[config.mk]
export PLATFORM = sky130hd
export DESIGN_NAME = alu_cmd_feeder_flat
export DESIGN_NICKNAME = d
export VERILOG_FILES = /design/src/rtl/alu_pkg.sv /design/src/rtl/alu_cmd_feeder_if.sv /design/src/rtl/alu_cmd_fifo.sv /design/src/rtl/alu_cmd_feeder.sv /design/src/flat_wrapper.sv
export SDC_FILE = /design/constraint.sdc
export NUM_CORES = 1
export LEC_CHECK = 0
export CAP_MARGIN = 20
export CORE_MARGIN = 2
export CORE_UTILIZATION = 58
export CTS_CLUSTER_SIZE = 14
export DETAILED_ROUTE_END_ITERATION = 7
export HOLD_SLACK_MARGIN = 0.1
export MAX_ROUTING_LAYER = met4
export PLACE_DENSITY = 0.83
export SETUP_SLACK_MARGIN = 0.3
export SLEW_MARGIN = 25
export SYNTH_ARGS = -nofsm -noshare
export SYNTH_HDL_FRONTEND = slang
export SYNTH_HIERARCHICAL = 1
export SYNTH_SLANG_ARGS = --single-unit
export TNS_END_PERCENT = 1
[constraint.sdc]
create_clock -name clk -period 4.8 [get_ports clk]
set_clock_uncertainty 0.05 [all_clocks]
set_input_delay 0.96 -clock clk [delete_from_list [all_inputs] [get_ports clk]]
set_output_delay 0.96 -clock clk [all_outputs]
set_load 0.01 [all_outputs]
[src/rtl/alu_pkg.sv]
// Shared opcode, width and command-word definitions for the ALU command path.
package alu_pkg;

  localparam logic [1:0] OP_ADD = 2'b00;
  localparam logic [1:0] OP_SUB = 2'b01;
  localparam logic [1:0] OP_AND = 2'b10;
  localparam logic [1:0] OP_XOR = 2'b11;

  localparam int CMD_W = 10;
  localparam int RES_W = 5;

  // Field order matches the ALU input bus: {op, b, a}.
  typedef struct packed {
    logic [1:0] op;
    logic [3:0] b;
    logic [3:0] a;
  } cmd_t;

  typedef enum logic [1:0] {
    ST_IDLE  = 2'd0,
    ST_DRIVE = 2'd1,
    ST_OUT   = 2'd2
  } feeder_state_t;

  // Only arithmetic ops produce a meaningful carry/borrow bit.
  function automatic logic op_has_flag(input logic [1:0] op);
    return (op == OP_ADD) || (op == OP_SUB);
  endfunction

endpackage

[src/rtl/alu_cmd_feeder_if.sv]
// Command and result handshakes between a requester and the ALU command feeder.
interface alu_cmd_feeder_if;

  logic       in_valid;
  logic       in_ready;
  logic [1:0] in_op;
  logic [3:0] in_a;
  logic [3:0] in_b;

  logic       out_valid;
  logic       out_ready;
  logic [3:0] out_data;
  logic       out_flag;
  logic [1:0] out_op;

  modport master (
    output in_valid, in_op, in_a, in_b, out_ready,
    input  in_ready, out_valid, out_data, out_flag, out_op
  );

  modport slave (
    input  in_valid, in_op, in_a, in_b, out_ready,
    output in_ready, out_valid, out_data, out_flag, out_op
  );

endinterface

[src/rtl/alu_cmd_fifo.sv]
// Command FIFO with wrap-bit pointers; read data is the head entry, valid when !empty.
// Writes are dropped when full and pops when empty; no full-bypass on a popping cycle.
module alu_cmd_fifo
  import alu_pkg::*;
#(
  parameter int DEPTH = 4,
  parameter int W     = CMD_W
) (
  input  logic         clk,
  input  logic         rst,
  input  logic         push,
  input  logic [W-1:0] wdata,
  input  logic         pop,
  output logic [W-1:0] rdata,
  output logic         full,
  output logic         empty
);

  localparam int AW = $clog2(DEPTH);
  localparam logic [AW:0] PTR_ONE = (AW+1)'(1);

  logic [AW:0]  wptr;
  logic [AW:0]  rptr;
  logic [W-1:0] mem [DEPTH];

  always_ff @(posedge clk) begin
    if (rst) begin
      wptr <= '0;
      rptr <= '0;
    end else begin
      if (push && !full) begin
        mem[wptr[AW-1:0]] <= wdata;
        wptr              <= wptr + PTR_ONE;
      end
      if (pop && !empty) begin
        rptr <= rptr + PTR_ONE;
      end
    end
  end

  assign rdata = mem[rptr[AW-1:0]];
  assign full  = (wptr[AW] != rptr[AW]) && (wptr[AW-1:0] == rptr[AW-1:0]);
  assign empty = (wptr == rptr);

endmodule

[src/rtl/alu_cmd_feeder.sv]
// Buffers ALU commands, holds each on the ALU bus SETTLE cycles, returns the registered result.
// Latency SETTLE+1 edges from accept when idle; in_ready drops when the FIFO is full; result holds until out_ready.
module alu_cmd_feeder
  import alu_pkg::*;
#(
  parameter int DEPTH  = 4,
  parameter int SETTLE = 2
) (
  input  logic             clk,
  input  logic             rst,
  alu_cmd_feeder_if.slave  bus,
  output logic [CMD_W-1:0] alu_cmd_o,
  output logic             alu_drive,
  input  logic [RES_W-1:0] alu_res_i
);

  localparam int CW = $clog2(SETTLE) + 1;
  localparam logic [CW-1:0] CNT_INIT = CW'(SETTLE - 1);
  localparam logic [CW-1:0] CNT_ONE  = CW'(1);

  feeder_state_t state;
  cmd_t          cur;
  cmd_t          wcmd;
  logic [CMD_W-1:0] head;
  logic [CW-1:0] cnt;
  logic          fifo_push;
  logic          fifo_pop;
  logic          fifo_full;
  logic          fifo_empty;
  logic          res_taken;

  assign wcmd      = '{op: bus.in_op, b: bus.in_b, a: bus.in_a};
  assign fifo_push = bus.in_valid && bus.in_ready;
  assign res_taken = (state == ST_OUT) && bus.out_valid && bus.out_ready;
  // Pop feeds the DRIVE entry from either IDLE or a consumed result.
  assign fifo_pop  = !fifo_empty && ((state == ST_IDLE) || res_taken);

  assign bus.in_ready = !fifo_full;
  assign alu_cmd_o    = cur;

  alu_cmd_fifo #(
    .DEPTH (DEPTH),
    .W     (CMD_W)
  ) u_fifo (
    .clk   (clk),
    .rst   (rst),
    .push  (fifo_push),
    .wdata (wcmd),
    .pop   (fifo_pop),
    .rdata (head),
    .full  (fifo_full),
    .empty (fifo_empty)
  );

  always_ff @(posedge clk) begin
    if (rst) begin
      state         <= ST_IDLE;
      cur           <= '0;
      alu_drive     <= 1'b0;
      cnt           <= '0;
      bus.out_valid <= 1'b0;
      bus.out_data  <= '0;
      bus.out_flag  <= 1'b0;
      bus.out_op    <= '0;
    end else begin
      case (state)
        ST_IDLE: begin
          if (!fifo_empty) begin
            cur       <= head;
            alu_drive <= 1'b1;
            cnt       <= CNT_INIT;
            state     <= ST_DRIVE;
          end
        end
        ST_DRIVE: begin
          if (cnt != '0) begin
            cnt <= cnt - CNT_ONE;
          end else begin
            bus.out_data  <= alu_res_i[3:0];
            bus.out_flag  <= op_has_flag(cur.op) && alu_res_i[4];
            bus.out_op    <= cur.op;
            bus.out_valid <= 1'b1;
            alu_drive     <= 1'b0;
            state         <= ST_OUT;
          end
        end
        ST_OUT: begin
          if (res_taken) begin
            bus.out_valid <= 1'b0;
            if (!fifo_empty) begin
              cur       <= head;
              alu_drive <= 1'b1;
              cnt       <= CNT_INIT;
              state     <= ST_DRIVE;
            end else begin
              state <= ST_IDLE;
            end
          end
        end
        default: state <= ST_IDLE;
      endcase
    end
  end

endmodule

[src/flat_wrapper.sv]
// flat-port wrapper written by rule: the top's interface ports become plain ports
module alu_cmd_feeder_flat import alu_pkg::*;
#(
  parameter int DEPTH  = 4,
  parameter int SETTLE = 2
)
  (clk, rst, alu_cmd_o, alu_drive, alu_res_i, bus_in_valid, bus_in_op, bus_in_a, bus_in_b, bus_out_ready, bus_in_ready, bus_out_valid, bus_out_data, bus_out_flag, bus_out_op);
  alu_cmd_feeder_if bus_i ();
  input  logic clk;
  input  logic rst;
  output logic [CMD_W-1:0] alu_cmd_o;
  output logic alu_drive;
  input  logic [RES_W-1:0] alu_res_i;
  input wire logic [$bits(bus_i.in_valid)-1:0] bus_in_valid;
  input wire logic [$bits(bus_i.in_op)-1:0] bus_in_op;
  input wire logic [$bits(bus_i.in_a)-1:0] bus_in_a;
  input wire logic [$bits(bus_i.in_b)-1:0] bus_in_b;
  input wire logic [$bits(bus_i.out_ready)-1:0] bus_out_ready;
  output wire logic [$bits(bus_i.in_ready)-1:0] bus_in_ready;
  output wire logic [$bits(bus_i.out_valid)-1:0] bus_out_valid;
  output wire logic [$bits(bus_i.out_data)-1:0] bus_out_data;
  output wire logic [$bits(bus_i.out_flag)-1:0] bus_out_flag;
  output wire logic [$bits(bus_i.out_op)-1:0] bus_out_op;
  assign bus_i.in_valid = bus_in_valid;
  assign bus_i.in_op = bus_in_op;
  assign bus_i.in_a = bus_in_a;
  assign bus_i.in_b = bus_in_b;
  assign bus_i.out_ready = bus_out_ready;
  assign bus_in_ready = bus_i.in_ready;
  assign bus_out_valid = bus_i.out_valid;
  assign bus_out_data = bus_i.out_data;
  assign bus_out_flag = bus_i.out_flag;
  assign bus_out_op = bus_i.out_op;
  alu_cmd_feeder #(.DEPTH(DEPTH), .SETTLE(SETTLE)) u_core (.clk(clk), .rst(rst), .bus(bus_i), .alu_cmd_o(alu_cmd_o), .alu_drive(alu_drive), .alu_res_i(alu_res_i));
endmodule
Word level (Yosys, flattened, before mapping)
Memory sizes are Yosys's and may differ from the RTL's. A register that Yosys moved wholly into a read port is not among the register bits.
Index checks and enable logic that the tools add are counted.
{"block": "op_classes", "n_eq_ne": 10, "bitwise_logic": 1, "addsub": 3, "muxes": 24, "n_reduce_logical": 24}
{"op": "2-to-1 mux 10 bit", "count": 2}
{"op": "one-hot mux 10 bit (2 select lines)", "count": 1}
{"op": "2-to-1 mux 2 bit", "count": 8}
{"op": "one-hot mux 2 bit (3 select lines)", "count": 2}
{"op": "AND reduction 3 bit", "count": 4}
{"op": "2-to-1 mux 1 bit", "count": 9}
{"op": "logical AND 1 bit", "count": 8}
{"op": "adder 3 x 1 -> 3 bit (second input constant)", "count": 2}
{"op": "nonzero test 2 bit", "count": 3}
{"op": "== test 2 x 1 -> 1 bit (second input constant)", "count": 2}
{"op": "zero test 2 bit", "count": 2}
{"op": "inequality test 2 x 1 -> 1 bit (second input constant)", "count": 2}
{"op": "inequality test 2 bit (second input constant)", "count": 2}
{"op": "AND reduction 2 bit", "count": 2}
{"op": "== test 3 bit", "count": 1}
{"op": "one-hot mux 1 bit (3 select lines)", "count": 1}
{"op": "nonzero test 3 bit", "count": 1}
{"op": "== test 2 bit", "count": 1}
{"op": "== test 2 bit (second input constant)", "count": 1}
{"op": "zero test 1 bit", "count": 2}
{"op": "logical OR 1 bit", "count": 2}
{"op": "one-hot mux 1 bit (2 select lines)", "count": 1}
{"op": "subtractor 2 x 1 -> 2 bit (second input constant)", "count": 1}
{"op": "inequality test 1 bit", "count": 1}
{"op": "NOT 1 bit", "count": 1}
{"block": "word_totals", "ff_bits": 29, "mem_bits_rw": 40, "n_memories": 1, "output_inout_bits": 20}
{"memory": "u_core.u_fifo.mem", "words": 4, "word_bits": 10, "rd": 1, "rd_ports_with_merged_regs": 1, "wr": 1, "line_no": "alu_cmd_fifo.sv:24", "rtl": "logic [W-1:0] mem [DEPTH];"}

Logic depth before layout (Yosys ltp)
{"block": "logic_depth", "ltp_word": 8, "depth_mapped": 9, "depth_no_buf": 7}

Modules after synthesis
Netlist, hierarchy kept.
{"module": "alu_cmd_fifo", "cells_per_inst": 122, "area_per_inst_um2": 2042.0, "instances": 1}
{"module": "alu_cmd_feeder", "cells_per_inst": 97, "area_per_inst_um2": 925.9, "instances": 1}

Worst setup path before layout
OpenSTA, ideal clock, no wires.
{"block": "synth_path", "path_kind": "in2reg", "start": "input bus_out_ready", "end": "register u_core.u_fifo.rptr[2]", "path_buffers": 1, "slack_ns": 2.605, "arrival_time_ns": 2.071, "path_stages": 6, "setup_time_ns": 0.074, "path_cell_list": "a21boi_0 -> nor3_2 -> buf_6 -> nand2_1 -> a211o_1 -> a31oi_1"}
{"block": "synth_between", "elab_chain_len": 4}
{"item": "start: declaration", "line_no": "flat_wrapper.sv:18", "rtl": "input wire logic [$bits(bus_i.out_ready)-1:0] bus_out_ready;"}
{"item": "logical AND 1 bit", "line_no": "alu_cmd_feeder.sv:34", "rtl": "assign res_taken = (state == ST_OUT) && bus.out_valid && bus.out_ready;"}
{"item": "logical OR 1 bit", "line_no": "alu_cmd_feeder.sv:36", "rtl": "assign fifo_pop = !fifo_empty && ((state == ST_IDLE) || res_taken);"}
{"item": "logical AND 1 bit", "line_no": "alu_cmd_feeder.sv:36"}
{"item": "net u_core.fifo_pop", "line_no": "alu_cmd_feeder.sv:27", "rtl": "logic fifo_pop;"}
{"item": "logical AND 1 bit", "line_no": "alu_cmd_fifo.sv:35", "rtl": "if (pop && !empty) begin"}
{"item": "end signal: assignment", "line_no": "alu_cmd_fifo.sv:36", "rtl": "rptr <= rptr + PTR_ONE;"}
{"item": "end: declaration", "line_no": "alu_cmd_fifo.sv:23", "rtl": "logic [AW:0] rptr;"}
The timed path passes the listed nets, and every way through them passes these cells.
A chain may end at the register's enable or synchronous reset.

Worst setup path in the final report
{"block": "layout_path", "start": "register u_core.u_fifo.wptr[2]", "end": "output bus_in_ready"}
{"block": "layout_between", "elab_chain_len": 3}
{"item": "start: declaration", "line_no": "alu_cmd_fifo.sv:22", "rtl": "logic [AW:0] wptr;"}
{"item": "start signal: assignment", "line_no": "alu_cmd_fifo.sv:33", "rtl": "wptr <= wptr + PTR_ONE;"}
{"item": "inequality test 1 bit", "line_no": "alu_cmd_fifo.sv:42", "rtl": "assign full = (wptr[AW] != rptr[AW]) && (wptr[AW-1:0] == rptr[AW-1:0]);"}
{"item": "logical AND 1 bit", "line_no": "alu_cmd_fifo.sv:42"}
{"item": "net u_core.fifo_full", "line_no": "alu_cmd_feeder.sv:28", "rtl": "logic fifo_full;"}
{"item": "zero test 1 bit", "line_no": "alu_cmd_feeder.sv:38", "rtl": "assign bus.in_ready = !fifo_full;"}
{"item": "end: declaration", "line_no": "flat_wrapper.sv:19", "rtl": "output wire logic [$bits(bus_i.in_ready)-1:0] bus_in_ready;"}
The timed path passes the listed nets, and every way through them passes these cells.

==> impl_metrics.csv <==
group,metric,value,unit
clock_network,clockRootBuffer,"clkbuf_8",
synth,ys_seq_area_share,61.4,%
job,maxCapViolCount,0,
synth,synth_compound_area_share,6.79,%
synth,synth_cells,219,
worst_setup_path,worst-setup-path-type,"flop to output pin",
synth,synth.avg_cell_area,13.6,µm²
worst_setup_path,r2r_cells,5,
synth,synthSimpleGateAreaFrac,10.9,%
clock_network,clk_pin_slew,0.07,ns
clock_network,cts.sink_count,71,
worst_setup_path,startpoint_type,"flop",
sta,slew_headroom,50.1,%
sta,hold_viol,0,
pwr,total_leakage_power,1.31,nW
worst_setup_path,cp-end-kind,"output pin",
synth,netlist_area,2970,µm²
synth,synth_top_cell_by_area,"edfxtp_1",
sta,tightest_slew,0.743,ns
drt,drt-initial-drc-count,133,
sta,fin_crit,3.06,ns
cells_and_area,antenna_cells,0,
clock_network,cts_setup_buffers,0,
min_path,min_from,"u_core/bus.out_flag",
grt,grt_pass1_wl,8500,µm
min_path,hp-class,"flop to flop",
drt,firstDrtPassIters,4,
synth,ys_ff_latch,71,
synth,synth_top_area_share,40.5,%
synth,synthTopCellsByArea,"edfxtp_1 40%, dfxtp_1 21%, mux4_2 7.6%, mux2i_1 5.4%, nand2_1 3.3%",
placement,io_buffers,38,
grt,grt_max_degree,26,
synth,synthXorXnorAreaFrac,2.28,%
placement,place_area,3390,µm²
placement,detailedPlace.worstSlack,1.89,ns
synth,synth_fa_ha_area_share,2.53,%
worst_setup_path,cp.required,3.79,ns
grt,overflow,0,
die,dieHeight,75.5,µm
sta,slew_viol_final,0,
min_path,worstHoldPathCells,2,
placement,dp_hpwl,3860,µm
worst_setup_path,arrival,2.05,ns
pwr,ir_drop,0.327,mV
clock_network,cts_hold_buf,0,
pwr,p_per_area,539,nW/µm²
sta,tns,0,ns
die,core.rowCount,26,
synth,ys_types,45,
synth,yosysWarnings,6,
clock_network,htree_levels,3,
grt,grt_pass1_vias,1793,
clock_network,clk_latency,0.34,ns
sta,fin_crit_sh,63.8,%
die,initial_core_util,59.2,%
drt,routed_wl,5410,µm
worst_setup_path,r2r-end,"u_core/u_fifo/mem[3][1]",
die,core_area,5010,µm²
synth,synth_top_family_by_area,"multiplexers",
grt,antenna_found_initial,0,
sta,setup_violations,0,
drt,num_vias,1844,
placement,place_congestion,0.772,
die,die_w,75.5,µm
sta,rsz0062_at_grt,"false",
worst_setup_path,worstPathMaxFanout,8,
drt,routedWlPerCell,16.2,µm
clock_network,clock_path_buffers,2,
sta,fin_ws,1.74,ns
die,io_pins,39,
worst_setup_path,r2r_start,"u_core/u_fifo/wptr[2]",
synth,synthesis.nets,244,
outcome,status,"finished, final reports clean",
cells_and_area,fin_util,72.5,%
grt,grt.total_usage,21.5,%
clock_network,cts_tree,"yes",
sta,fmax,326,MHz
synth,synthMuxAreaShare,13.0,%
cells_and_area,layout-drive-gt1-share,12.9,%
min_path,min_to,"u_core/bus.out_flag",
clock_network,cts_made_buffers,9,
drt,post-route-drc-count,0,
cells_and_area,fin_nets,284,
clock_network,post_cts_resized,0,
drt,drtAntennaViolNets,0,
die,dieArea,5710,µm²
cells_and_area,syn_to_final_growth,22.3,%
drt,vias_per_cell,5.52,
cells_and_area,final_area,3630,µm²
worst_setup_path,rrSetupSlack,2.19,ns
cell usage in the layout (no fill, tap or decap), types with 2 or more instances in the layout:
cell              n
a21oi_1           6
a31oi_1           2
a41oi_1           2
and2_1            2
and3_1            4
buf_4             2
bufinv_16         3
clkbuf_8          9
clkdlybuf4s50_1  38
clkinv_4          2
dfxtp_1          31
edfxtp_1         40
ha_1              6
inv_1             8
mux2i_1          16
mux4_2           10
nand2_1          26
nand3_1           3
nand3b_1          2
nand4_1           2
nor2_1            9
nor3b_1           5
o211ai_1          4
o21ai_0           5
or2b_1            2
xnor2_2           2
xor2_1            3
kinds of logic after synthesis:
family,after synthesis
DFF,71
AOI/OAI and AO/OA,29
buffers and inverters,19
and+or+nand+nor,62
muxes,26
adders and majority gates,6
xor gates and xnor gates,6
power breakdown:
| group | total, mW | switching [mW] | internal (mW) |
|---|---|---|---|
| sequential | 0.826 | 0.0859 | 0.740 |
| clock | 0.566 | 0.219 | 0.347 |
| combinational | 0.564 | 0.285 | 0.279 |
| total | 1.96 | 0.590 | 1.37 |
how the worst max path moves through the flow:
stage	start	endpoint	slack, ns	cells past startpoint
final	u_core/u_fifo/wptr[2]	bus_in_ready	1.74	4
after global routing	u_core/u_fifo/wptr[2]	bus_in_ready	1.61	4
after CTS	u_core/u_fifo/wptr[2]	bus_in_ready	1.75	4
after detailed placement	bus_in_valid	u_core/u_fifo/mem[3][0]	1.89	4
after global placement	bus_in_valid	u_core/u_fifo/mem[3][2]	1.98	4
after floorplan	bus_out_ready	u_core/u_fifo/rptr[2]	2.61	6
synth_stat cells (all sizes together):
cell,count
nor2b,1
inv,8
o41ai,1
o311ai,1
a21boi,1
mux4,10
a41oi,2
nand4,2
a21oi,6
or3,1
or2b,2
a31oi,2
o211a,1
nand3,3
dfxtp,31
nor3,1
o31a,1
and4bb,1
xnor2,3
ha,6
buf,7
a211o,1
nor2,9
and3,4
edfxtp,40
or3b,1
nand3b,2
o21ai,6
a2bb2oi,1
o21a,1
and2b,1
nand2,27
and2,2
clkbuf,4
mux2i,16
xor2,3
o211ai,5
nor3b,5
worst max-delay path: stages, from the launching register on:
cell and delay, ns:
dfxtp_1 0.36, xnor2_1 0.63, nor2_1 0.12, inv_1 0.08, clkdlybuf4s50_1 0.52
registers in the layout, indices dropped and copies added (netlist names), named ones only:
name and cells:
u_core/bus.out_flag 1, u_core/bus.out_valid 1, u_core/u_fifo/wptr 3, u_core/alu_cmd_o 10, u_core/u_fifo/rptr 3, u_core/alu_drive 1
u_core/state 2, u_core/bus.out_data 4, u_core/cnt 2, u_core/bus.out_op 2, u_core/u_fifo/mem 40
through the flow:
step                cells  hold slack (ns)  power [mW]
floorplan             219            0.403        1.23
global placement      318            0.389        1.38
detailed placement    318            0.395        1.40
CTS                   334            0.406        1.97
global route          334            0.438        2.06
finish                334            0.405        1.96
cell type report:
type                       instances  area (µm²)
timing repair buffer              40         395
clock buffer                       9         124
fill                             346        1380
multi-input combinational        129        1050
sequential                        71        1820
inverter                           8        30.0
clock inverter                     7         120
tap                               70        87.6
routing by layer:
metal	part of all wire [%]	up-vias	global-route usage (%)
met5	0	-	-
met4	1.2	0	10.1
met3	6.0	6	6.88
met2	48	69	31.5
met1	44	874	27.4
li1	-	895	-
No activity file was read; power rests on OpenSTA's default activity.
